File: config.mk
export PLATFORM = sky130hd
export DESIGN_NAME = spi_load_sequencer
export DESIGN_NICKNAME = d
export VERILOG_FILES = /design/src/rtl/spi_load_sequencer.sv
export SDC_FILE = /design/constraint.sdc
export NUM_CORES = 1
export LEC_CHECK = 0
export ABC_AREA = 1
export CAP_MARGIN = 20
export CORE_UTILIZATION = 49
export DETAILED_ROUTE_END_ITERATION = 10
export PLACE_DENSITY_LB_ADDON = 0.15
export SYNTH_ARGS = -nofsm -noshare
export SYNTH_HDL_FRONTEND = slang
export SYNTH_SLANG_ARGS = --single-unit
File: constraint.sdc
create_clock -name clk -period 3.1 [get_ports clk]
set_input_delay 0.62 -clock clk [delete_from_list [all_inputs] [get_ports clk]]
set_output_delay 0.62 -clock clk [all_outputs]
set_load 0.01 [all_outputs]
File: src/rtl/spi_load_sequencer.sv
// Sequencer for a single SPI flash load: starts the loader, pops 32-bit words from the loader
// FIFO, and writes them to consecutive memory addresses. Handles abort and empty-FIFO timeout.
module spi_load_sequencer #(
    parameter int unsigned ADDR_W      = 14,
    parameter int unsigned LEN_W       = 16,
    parameter int unsigned TIMEOUT_CYC = 4096
) (
    input  logic              clk,
    input  logic              reset,
    input  logic              i_start,
    input  logic              i_abort,
    input  logic [LEN_W-1:0]  i_len,
    input  logic [ADDR_W-1:0] i_base,
    output logic              o_busy,
    output logic              o_done,
    output logic              o_err,
    output logic              o_init,
    output logic              o_fill,
    input  logic              i_fifo_empty,
    output logic              o_fifo_rd,
    input  logic [31:0]       i_fifo_dout,
    output logic              o_mem_we,
    output logic [ADDR_W-1:0] o_mem_addr,
    output logic [31:0]       o_mem_wdata,
    input  logic              i_mem_ready
);

    localparam int unsigned TmoW = $clog2(TIMEOUT_CYC);
    localparam logic [TmoW-1:0] TmoLast = TmoW'(TIMEOUT_CYC - 1);

    typedef enum logic [2:0] {
        StIdle,
        StInit,
        StRd,
        StCap,
        StWr,
        StDone
    } state_e;

    state_e            state_q, state_d;
    logic [LEN_W-1:0]  rem_q, rem_d;
    logic [ADDR_W-1:0] addr_q, addr_d;
    logic [31:0]       wdata_q, wdata_d;
    logic [TmoW-1:0]   tmo_q, tmo_d;
    logic              err_q, err_d;

    always_ff @(posedge clk or posedge reset) begin
        if (reset) begin
            state_q <= StIdle;
            rem_q   <= '0;
            addr_q  <= '0;
            wdata_q <= '0;
            tmo_q   <= '0;
            err_q   <= 1'b0;
        end else begin
            state_q <= state_d;
            rem_q   <= rem_d;
            addr_q  <= addr_d;
            wdata_q <= wdata_d;
            tmo_q   <= tmo_d;
            err_q   <= err_d;
        end
    end

    always_comb begin
        state_d = state_q;
        rem_d   = rem_q;
        addr_d  = addr_q;
        wdata_d = wdata_q;
        tmo_d   = tmo_q;
        err_d   = err_q;

        case (state_q)
            StIdle: begin
                // Abort in IDLE only suppresses a coincident start.
                if (i_start && !i_abort) begin
                    err_d = 1'b0;
                    tmo_d = '0;
                    if (i_len != '0) begin
                        rem_d   = i_len;
                        addr_d  = i_base;
                        state_d = StInit;
                    end else begin
                        state_d = StDone;
                    end
                end
            end
            StInit: state_d = StRd;
            StRd: begin
                if (!i_fifo_empty) begin
                    tmo_d   = '0;
                    state_d = StCap;
                end else if (tmo_q == TmoLast) begin
                    err_d   = 1'b1;
                    tmo_d   = '0;
                    state_d = StIdle;
                end else begin
                    tmo_d = tmo_q + 1'b1;
                end
            end
            StCap: begin
                wdata_d = i_fifo_dout;
                state_d = StWr;
            end
            StWr: begin
                if (i_mem_ready) begin
                    addr_d  = addr_q + 1'b1;
                    rem_d   = rem_q - 1'b1;
                    state_d = (rem_q == LEN_W'(1)) ? StDone : StRd;
                end
            end
            StDone: state_d = StIdle;
            default: state_d = StIdle;
        endcase

        if (i_abort && (state_q != StIdle)) begin
            state_d = StIdle;
            tmo_d   = '0;
            err_d   = err_q;
        end
    end

    assign o_busy      = (state_q != StIdle);
    assign o_done      = (state_q == StDone);
    assign o_err       = err_q;
    assign o_init      = (state_q == StInit);
    assign o_fill      = (state_q == StInit) || (state_q == StRd) ||
                         (state_q == StCap) || (state_q == StWr);
    assign o_fifo_rd   = (state_q == StRd) && !i_fifo_empty;
    assign o_mem_we    = (state_q == StWr);
    assign o_mem_addr  = addr_q;
    assign o_mem_wdata = wdata_q;

endmodule

==> qor.yml, run 1 <==
synthArstFlopShare: 1.00
multi_input_area_um2: 2150
routed_via_density: 5.21
seq_area_um2: 1950
finalWirelength_mm: 11.0
grt_max_degree: 44
holdBufCountCts: 0
cts_setup_buffers: 0
die_width_um: 97.1
cts_tree: "yes"
whs_ps: 501
grt_use_total: 0.243
initial_utilization: 0.508
place_hpwl_mm: 8.07
nNetsFinal: 772
cp_max_fo: 18
outcome: "finished clean"
globalplace.congestion: 0.929
critPathKind: "flop to output port"
fin_crit_ps: 2570
syn-instance-count: 579
seq_area_frac_synth: 0.441
tightest_slew_ps: 454
firstDrtPassIters: 5
critPathRequiredTime_ps: 2480
ios: 121
dr_wl_met2_mm: 5.27
wl_per_cell_um: 13.6
syn2layout_area_growth_pct: 34.3
drive_above_1_share: 0.0979
final-max-slew-violation-count: 0
synth.area.top_cells: "dfrtp_1 (44%), nand2_1 (16%), mux2_2 (8.1%)"
dieArea_um2: 9420
cap_violations: 0
die_y_um: 97.1
max_freq_mhz: 389
cts_buffer_depth: 2
maxSlewHeadroom: 0.697
rsz0062_at_grt: "false"
synth_top_area_frac: 0.441
numPortBuffers: 120
vdd_ir_drop_max_mv: 0.481
grt_pass1_wl_mm: 18.6
core-area_um2: 8720
wl_met1_mm: 4.61
cp-start-kind: "flop"
synth_flop_cell: "dfrtp_1"
yosysWarnings: 0
ant_nets: 0
drc: 0
p_leak_nw: 2.74
cts_root_buffer: "clkbuf_8"
synth.distinct_cells: 30
yosys.area.top_type: "dfrtp_1"
cts_sinks: 78
syn_nets: 651
ctsResizeCount: 0
syn_area_per_cell_um2: 7.65
placementRows: 34
finClkSkew_ps: 19.4
overflow: 0
numCtsBuffers: 9
period_share: 0.829
grt_pass1_vias: 4023
min_path_type: "flop to flop"
drt_iter0_markers: 192
numPlacedInstances: 797
critPathCaptureType: "output port"
htree_num_levels: 3
top_layer: "met4"
powerDensity_nw_per_um2: 872
clkSlewWorstSetupHoldPaths_ps: 70
syn_area_um2: 4430
regToRegSetupSlack_ps: 1290
arrival_ps: 1950
dr_wl_met3_um: 945
finalSetupViolations: 0
clk_latency_ps: 360
fill_cells: 725
stdcell_count: 813
vias: 4233
synth_edf_count: 0
grt_antenna_before_repair: 0
diodes: 0
hold_viol_final: 0
synth-seq-cells: 78
finalSetupTns_ps: 0
worst paths after layout:
path,start,end,depth (start not counted)
max reg2reg,state_q[1],o_mem_addr[13],11
min in group asynchronous,reset,o_mem_wdata[4],3
max,state_q[1],o_fill,7
min reg2reg,o_err,o_err,1
min,o_err,o_err,1
max in group asynchronous,reset,o_mem_addr[1],3
critical path, cell delays in order (launching register included):
cell	delay, ps
dfrtp_1	470
inv_1	80
nand2_1	60
nor2_2	70
buf_4	230
inv_2	60
nand4_1	90
clkdlybuf4s50_1	540
power by group:
part	switching, mW	internal [mW]	total (mW)
combinational	1.28	1.22	2.50
sequential	0.362	1.45	1.81
clock	0.414	0.463	0.878
metal layers:
metal / up-vias / track usage
met5: - / 0
met4: 0 / 0.0964
met3: 17 / 0.0683
met2: 157 / 0.398
met1: 1963 / 0.303
li1: 2096 / -
cells by family (layout without fill, tap and decap cells):
kind of cell	Yosys count	count (layout)	synth area share
and+or+nand+nor	342	342	0.331
DFF	78	78	0.441
buffers and inverters	75	201	0.0746
AOI/OAI and AO/OA	45	45	0.0548
muxes	32	32	0.0814
adders and majority gates	4	4	0.0113
xor gates and xnor gates	3	3	0.00594
synthesized netlist by cell type (all sizes together), types with 7 or more instances:
master / count
nand2: 192
inv: 58
nand4: 10
o21ai: 31
nand3: 49
dfrtp: 78
nor3: 11
nor2: 69
a21oi: 8
nand3b: 7
buf: 17
mux2: 32
cell usage in the layout, fill, tap and decap left out, types with 6 or more instances in the layout:
master           synthesis  routed
mux2_2                  32      32
nand3_1                 49      49
nand2_1                187     187
buf_4                    6       6
o21ai_0                 28      28
nor3_1                  10      10
clkbuf_8                 0       9
inv_1                   55      54
a21oi_1                  7       7
nand3b_1                 7       7
clkdlybuf4s50_1          0     120
dfrtp_1                 78      78
nand4_1                 10      10
nor2_1                  68      67
cell type report:
class                           instances  share of cell area
Inverter                               58              0.0366
Sequential cell                        78               0.328
Multi-Input combinational cell        426               0.361
Tap cell                              108              0.0227
Clock buffer                            9              0.0208
Clock inverter                          7              0.0173
Timing Repair Buffer                  127               0.213
through the flow:
step                total power, mW  utilization  worst slack (ps)  cell area [um2]
floorplan                      3.25            -               485             4430
global placement               4.23        0.656               755             5720
detailed placement             4.32        0.656               727             5720
CTS                            5.21        0.682               501             5940
global route                   5.56        0.682               382             5940
finish                         5.18        0.682               529             5940
state kept, by name (all words and copies together), names as in the netlist:
name	flops
o_mem_addr	14
tmo_q	12
o_mem_wdata	32
state_q	3
o_err	1
rem_q	16
Note: power is estimated with default switching activity, not from simulation.
==> run 2: changes to the inputs <==
CORE_UTILIZATION = 44   (was 49)
clock period = 2.2 ns   (was 3.1 ns; I/O delays follow)
==> qor.yml, run 2 (synthesis results as in run 1) <==
cts_sinks: 78  # unchanged
die_y_um: 102  # was 97.1 um
regToRegStartpoint: "state_q[0]"  # was state_q[1]
critPathCaptureType: "output port"  # unchanged
placementRows: 36  # was 34
ios: 121  # unchanged
p_leak_nw: 2.77  # was 2.74 nW
min_path_type: "flop to flop"  # unchanged
tightest_slew_ps: 432  # was 454 ps
overflow: 0  # unchanged
stdcell_count: 839  # was 813
grt_pass1_vias: 4094  # was 4023
grt_max_degree: 79  # was 44
finalWirelength_mm: 11.4  # was 11.0 mm
fin_crit_ps: 2140
critical_path.max_stage_delay_ps: 620  # was 540 ps
cp_top_family: "buffers and inverters"  # unchanged
cp-startpoint: "state_q[0]"  # was state_q[1]
finClkSkew_ps: 10.5  # was 19.4 ps
cp_slowest_cell: "clkdlybuf4s50_1"  # unchanged
finalSetupViolations: 0  # unchanged
globalplace.congestion: 0.883  # was 0.929
syn2layout_area_growth_pct: 34.9  # was 34.3%
fill_cells: 903  # was 725
vias: 4238  # was 4233
firstDrtPassIters: 4  # was 5
final-max-slew-violation-count: 0  # unchanged
wl_per_cell_um: 13.6  # about the same
clkSlewWorstSetupHoldPaths_ps: 90  # was 70 ps
nNetsFinal: 773  # was 772
initial_utilization: 0.453  # was 0.508
grt_antenna_before_repair: 0  # unchanged
htree_num_levels: 3  # unchanged
cts_root_buffer: "clkbuf_8"  # unchanged
cts_setup_buffers: 0  # unchanged
rsz0062_at_grt: "false"  # unchanged
mostFrequentLayoutCell: "nand2_1"  # unchanged
max_freq_mhz: 466
numPortBuffers: 120  # unchanged
clk_latency_ps: 350  # was 360 ps
cap_violations: 0  # unchanged
numPlacedInstances: 823  # was 797
die_width_um: 102  # was 97.1 um
holdBufCountCts: 0  # unchanged
diodes: 0  # unchanged
numCtsBuffers: 9  # unchanged
drt_iter0_markers: 132  # was 192
ant_nets: 0  # unchanged
critPathKind: "flop to output port"  # unchanged
grt_pass1_wl_mm: 19.0  # was 18.6 mm
arrival_ps: 1700  # was 1950 ps
hold_viol_final: 0  # unchanged
drc: 0  # unchanged
drive_above_1_share: 0.103  # was 0.0979
cp_num_buf_inv: 2  # was 4
powerDensity_nw_per_um2: 1200  # was 872 nW/um2
outcome: "finished clean"  # unchanged
place_hpwl_mm: 8.31  # was 8.07 mm
finalSetupTns_ps: 0  # unchanged
dieArea_um2: 10500  # was 9420 um2
cts_buffer_depth: 2  # unchanged
routed_via_density: 5.05  # was 5.21
cp_max_fo: 4  # was 18
crit_chain: "inv_2 > nor3_2 > clkdlybuf4s50_1"  # was inv_1 > nand2_1 > nor2_2 > buf_4 > inv_2 > nand4_1 > clkdlybuf4s50_1
hold_start: "tmo_q[11]"  # was o_err
period_share: 0.974
cp-start-kind: "flop"  # unchanged
largest_reg_flops: 32  # unchanged
cts_tree: "yes"  # unchanged
mostFrequentLayoutCells: "nand2_1 (187), clkdlybuf4s50_1 (116), dfrtp_1 (77)"  # was nand2_1 (187), clkdlybuf4s50_1 (120), dfrtp_1 (78)
core-area_um2: 9770  # was 8720 um2
maxSlewHeadroom: 0.712  # was 0.697
critPathRequiredTime_ps: 1760  # was 2480 ps
vdd_ir_drop_max_mv: 0.601  # was 0.481 mV
grt_use_total: 0.233  # was 0.243
-- run 2: area by class of cell --
cell class | instances | area (um2) | area share
Sequential cell | 78 | 1950 | 0.327
Clock buffer | 10 | 138 | 0.0231
Clock inverter | 6 | 46.3 | 0.00775
Multi-Input combinational cell | 426 | 2160 | 0.361
Inverter | 58 | 221 | 0.0371
Timing Repair Buffer | 128 | 1290 | 0.216
Tap cell | 133 | 166 | 0.0279
-- run 2: path summary, 6_finish.rpt --
path	end	slack, ps	depth (start not counted)
worst max-delay path	o_init	60	3
worst max register to register	rem_q[9]	230	11
worst min register to register	tmo_q[11]	510	2
max in group asynchronous	state_q[1]	1310	3
worst min-delay path	tmo_q[11]	510	2
min in group asynchronous	o_mem_wdata[21]	560	3
-- run 2: worst min-delay path, stage by stage, from the launching register on --
cell and delay (ps):
dfrtp_1 350, nor2_1 50, nor2_1 70
-- run 2: per-stage QoR --
stage | worst slack [ps] | utilization | total power [mW] | cell area, um2 | hold WS (ps)
floorplan | 501 | - | 4.57 | 4430 | 466
global placement | 199 | 0.591 | 6.07 | 5770 | 480
detailed placement | 158 | 0.591 | 6.18 | 5770 | 486
CTS | 11.9 | 0.610 | 7.24 | 5970 | 508
global route | 8.93 | 0.611 | 7.76 | 5970 | 525
finish | 56.1 | 0.611 | 7.18 | 5970 | 509
-- run 2: timing repair --
item | CTS | global route
cloned | 0 | 0
endpoints found under the hold margin | 0 | 0
gates resized for setup | 6 | 2
endpoints found under the setup margin | 4 | 2
-- run 2: routing by layer --
layer / GRT usage / part of all wire
met1: 0.284 / 0.42
met5: 0 / 0
met4: 0.0637 / 0.0040
met2: 0.403 / 0.50
met3: 0.0691 / 0.072
-- run 2: report_power, final --
part | leakage [nW] | switching, mW | internal [mW]
Clock | 0.0889 | 0.581 | 0.447
Sequential | 0.962 | 0.520 | 2.04
Combinational | 1.72 | 1.85 | 1.75
Total | 2.77 | 2.95 | 4.23
==> run 3: changes to the inputs <==
CORE_MARGIN = 3   (was unset)
GPL_TIMING_DRIVEN = 0   (was unset)
==> qor.yml, run 3 (synthesis results as in run 1) <==
mostFrequentLayoutCells: "nand2_1 (187), clkdlybuf4s50_1 (115), dfrtp_1 (77)"  # was nand2_1 (187), clkdlybuf4s50_1 (116), dfrtp_1 (77)
max_freq_mhz: 478  # was 466 MHz
cp_max_fo: 19  # was 4
critPathRequiredTime_ps: 1760  # about the same
vdd_ir_drop_max_mv: 0.645  # was 0.601 mV
numCtsBuffers: 9  # unchanged
diodes: 0  # unchanged
die_y_um: 106  # was 102 um
placementRows: 35  # was 36
vias: 4293  # was 4238
cp_num_buf_inv: 6  # was 2
crit_chain: "buf_6 > inv_1 > nand2_1 > nor2_2 > buf_6 > inv_2 > buf_8 > nand4_1 > buf_2"  # was inv_2 > nor3_2 > clkdlybuf4s50_1
die_width_um: 106  # was 102 um
routed_via_density: 5.08  # was 5.05
cts_buffer_depth: 2  # unchanged
syn2layout_area_growth_pct: 36.4  # was 34.9%
clkSlewWorstSetupHoldPaths_ps: 90  # about the same
mostFrequentLayoutCell: "nand2_1"  # unchanged
nNetsFinal: 783  # was 773
arrival_ps: 1650  # was 1700 ps
firstDrtPassIters: 5  # was 4
grt_antenna_before_repair: 0  # unchanged
cp_slowest_cell: "dfrtp_1"  # was clkdlybuf4s50_1
power.total_mw: 7.37  # was 7.18 mW
dieArea_um2: 11300  # was 10500 um2
ant_nets: 0  # unchanged
cts_sinks: 78  # unchanged
grt_max_degree: 41  # was 79
overflow: 0  # unchanged
grt_pass1_vias: 4220  # was 4094
drt_iter0_markers: 183  # was 132
globalplace.congestion: 0.930  # was 0.883
stdcell_count: 845  # was 839
finalWirelength_mm: 12.1  # was 11.4 mm
critPathCaptureType: "output port"  # unchanged
place_hpwl_mm: 9.14  # was 8.31 mm
regToRegSetupSlack_ps: 470  # was 230 ps
largest_reg_flops: 32  # unchanged
initial_utilization: 0.466  # was 0.453
fin_crit_ps: 2090  # was 2140 ps
wl_per_cell_um: 14.3  # was 13.6 um
numPlacedInstances: 829  # was 823
final-max-slew-violation-count: 0  # unchanged
grt_use_total: 0.220  # was 0.233
period_share: 0.951  # was 0.974
critPathKind: "flop to output port"  # unchanged
tightest_slew_ps: 885  # was 432 ps
min_path_type: "flop to flop"  # unchanged
holdBufCountCts: 0  # unchanged
ios: 121  # unchanged
powerDensity_nw_per_um2: 1220  # was 1200 nW/um2
hold_viol_final: 0  # unchanged
htree_num_levels: 3  # unchanged
cp_top_family: "buffers and inverters"  # unchanged
cts_root_buffer: "clkbuf_8"  # unchanged
multi_input_area_um2: 2150  # was 2160 um2
critical_path.max_stage_delay_ps: 380  # was 620 ps
core-area_um2: 9500  # was 9770 um2
finClkSkew_ps: 17.5  # was 10.5 ps
cts_tree: "yes"  # unchanged
cp-start-kind: "flop"  # unchanged
drc: 0  # unchanged
seq_area_um2: 1950  # unchanged
numPortBuffers: 120  # unchanged
clk_latency_ps: 360  # was 350 ps
maxSlewHeadroom: 0.409  # was 0.712
outcome: "finished clean"  # unchanged
cap_violations: 0  # unchanged
finalSetupViolations: 0  # unchanged
grt_pass1_wl_mm: 20.1  # was 19.0 mm
cp_common_cell: "buf_6"
fill_cells: 874  # was 903
drive_above_1_share: 0.117  # was 0.103
p_leak_nw: 2.82  # was 2.77 nW
==> run 3: layout make-up <==
type,instances,share of cell area
Buffer,16,0.0201
Sequential cell,78,0.324
Tap cell,129,0.0267
Inverter,58,0.0367
Clock buffer,9,0.0205
Multi-Input combinational cell,426,0.356
Timing Repair Buffer,122,0.203
Clock inverter,7,0.0128
==> run 3: what timing repair did <==
item	CTS	global route
setup buffers	1	0
gates resized for setup	9	9
pin swaps	0	2
endpoints found under the setup margin	3	4
==> run 3: layer usage <==
layer	global-route usage	vias to the layer above	part of all wire	wire [um]
li1	-	2122	-	-
met1	0.276	1966	0.42	5040
met2	0.363	183	0.47	5630
met3	0.0625	22	0.093	1120
met4	0.0777	0	0.021	258
met5	0	-	0	0
==> run 3: final timing paths <==
check                               from              end  depth (start not counted)
hold / removal                 tmo_q[11]        tmo_q[11]                          2
setup reg to reg           o_mem_addr[0]   o_mem_addr[12]                         10
setup / recovery              state_q[1]           o_fill                          9
min in group asynchronous          reset  o_mem_wdata[23]                          2
hold reg to reg                tmo_q[11]        tmo_q[11]                          2
max in group asynchronous          reset       state_q[0]                          3
==> run 3: worst reg2reg max path, stage by stage, from the launching register on <==
cell and delay, ps:
dfrtp_1 430, ha_1 210, nand2_1 100, nor2_1 220, nand2_1 120, nor2_1 240
nand2_1 90, nand2_1 70, nand3_1 60, nand2_1 70, nand2_1 40
==> run 3: where the power goes <==
group          total, mW  leakage (nW)  switching, mW  internal, mW
logic               3.69          1.76           1.91          1.79
clock network       1.13         0.101          0.595         0.537
registers           2.54         0.962          0.502          2.04
==> run 3: metrics by stage <==
stage	hold WS [ps]	area (um2)	TNS, ps	setup WS [ps]	utilization
floorplan	466	4430	0	501	-
global placement	486	5790	-5710	-156	0.610
detailed placement	488	5810	-211	-163	0.612
CTS	508	6020	-81.6	-81.6	0.634
global route	536	6040	-1.91	-1.91	0.635
finish	507	6040	0	108	0.635
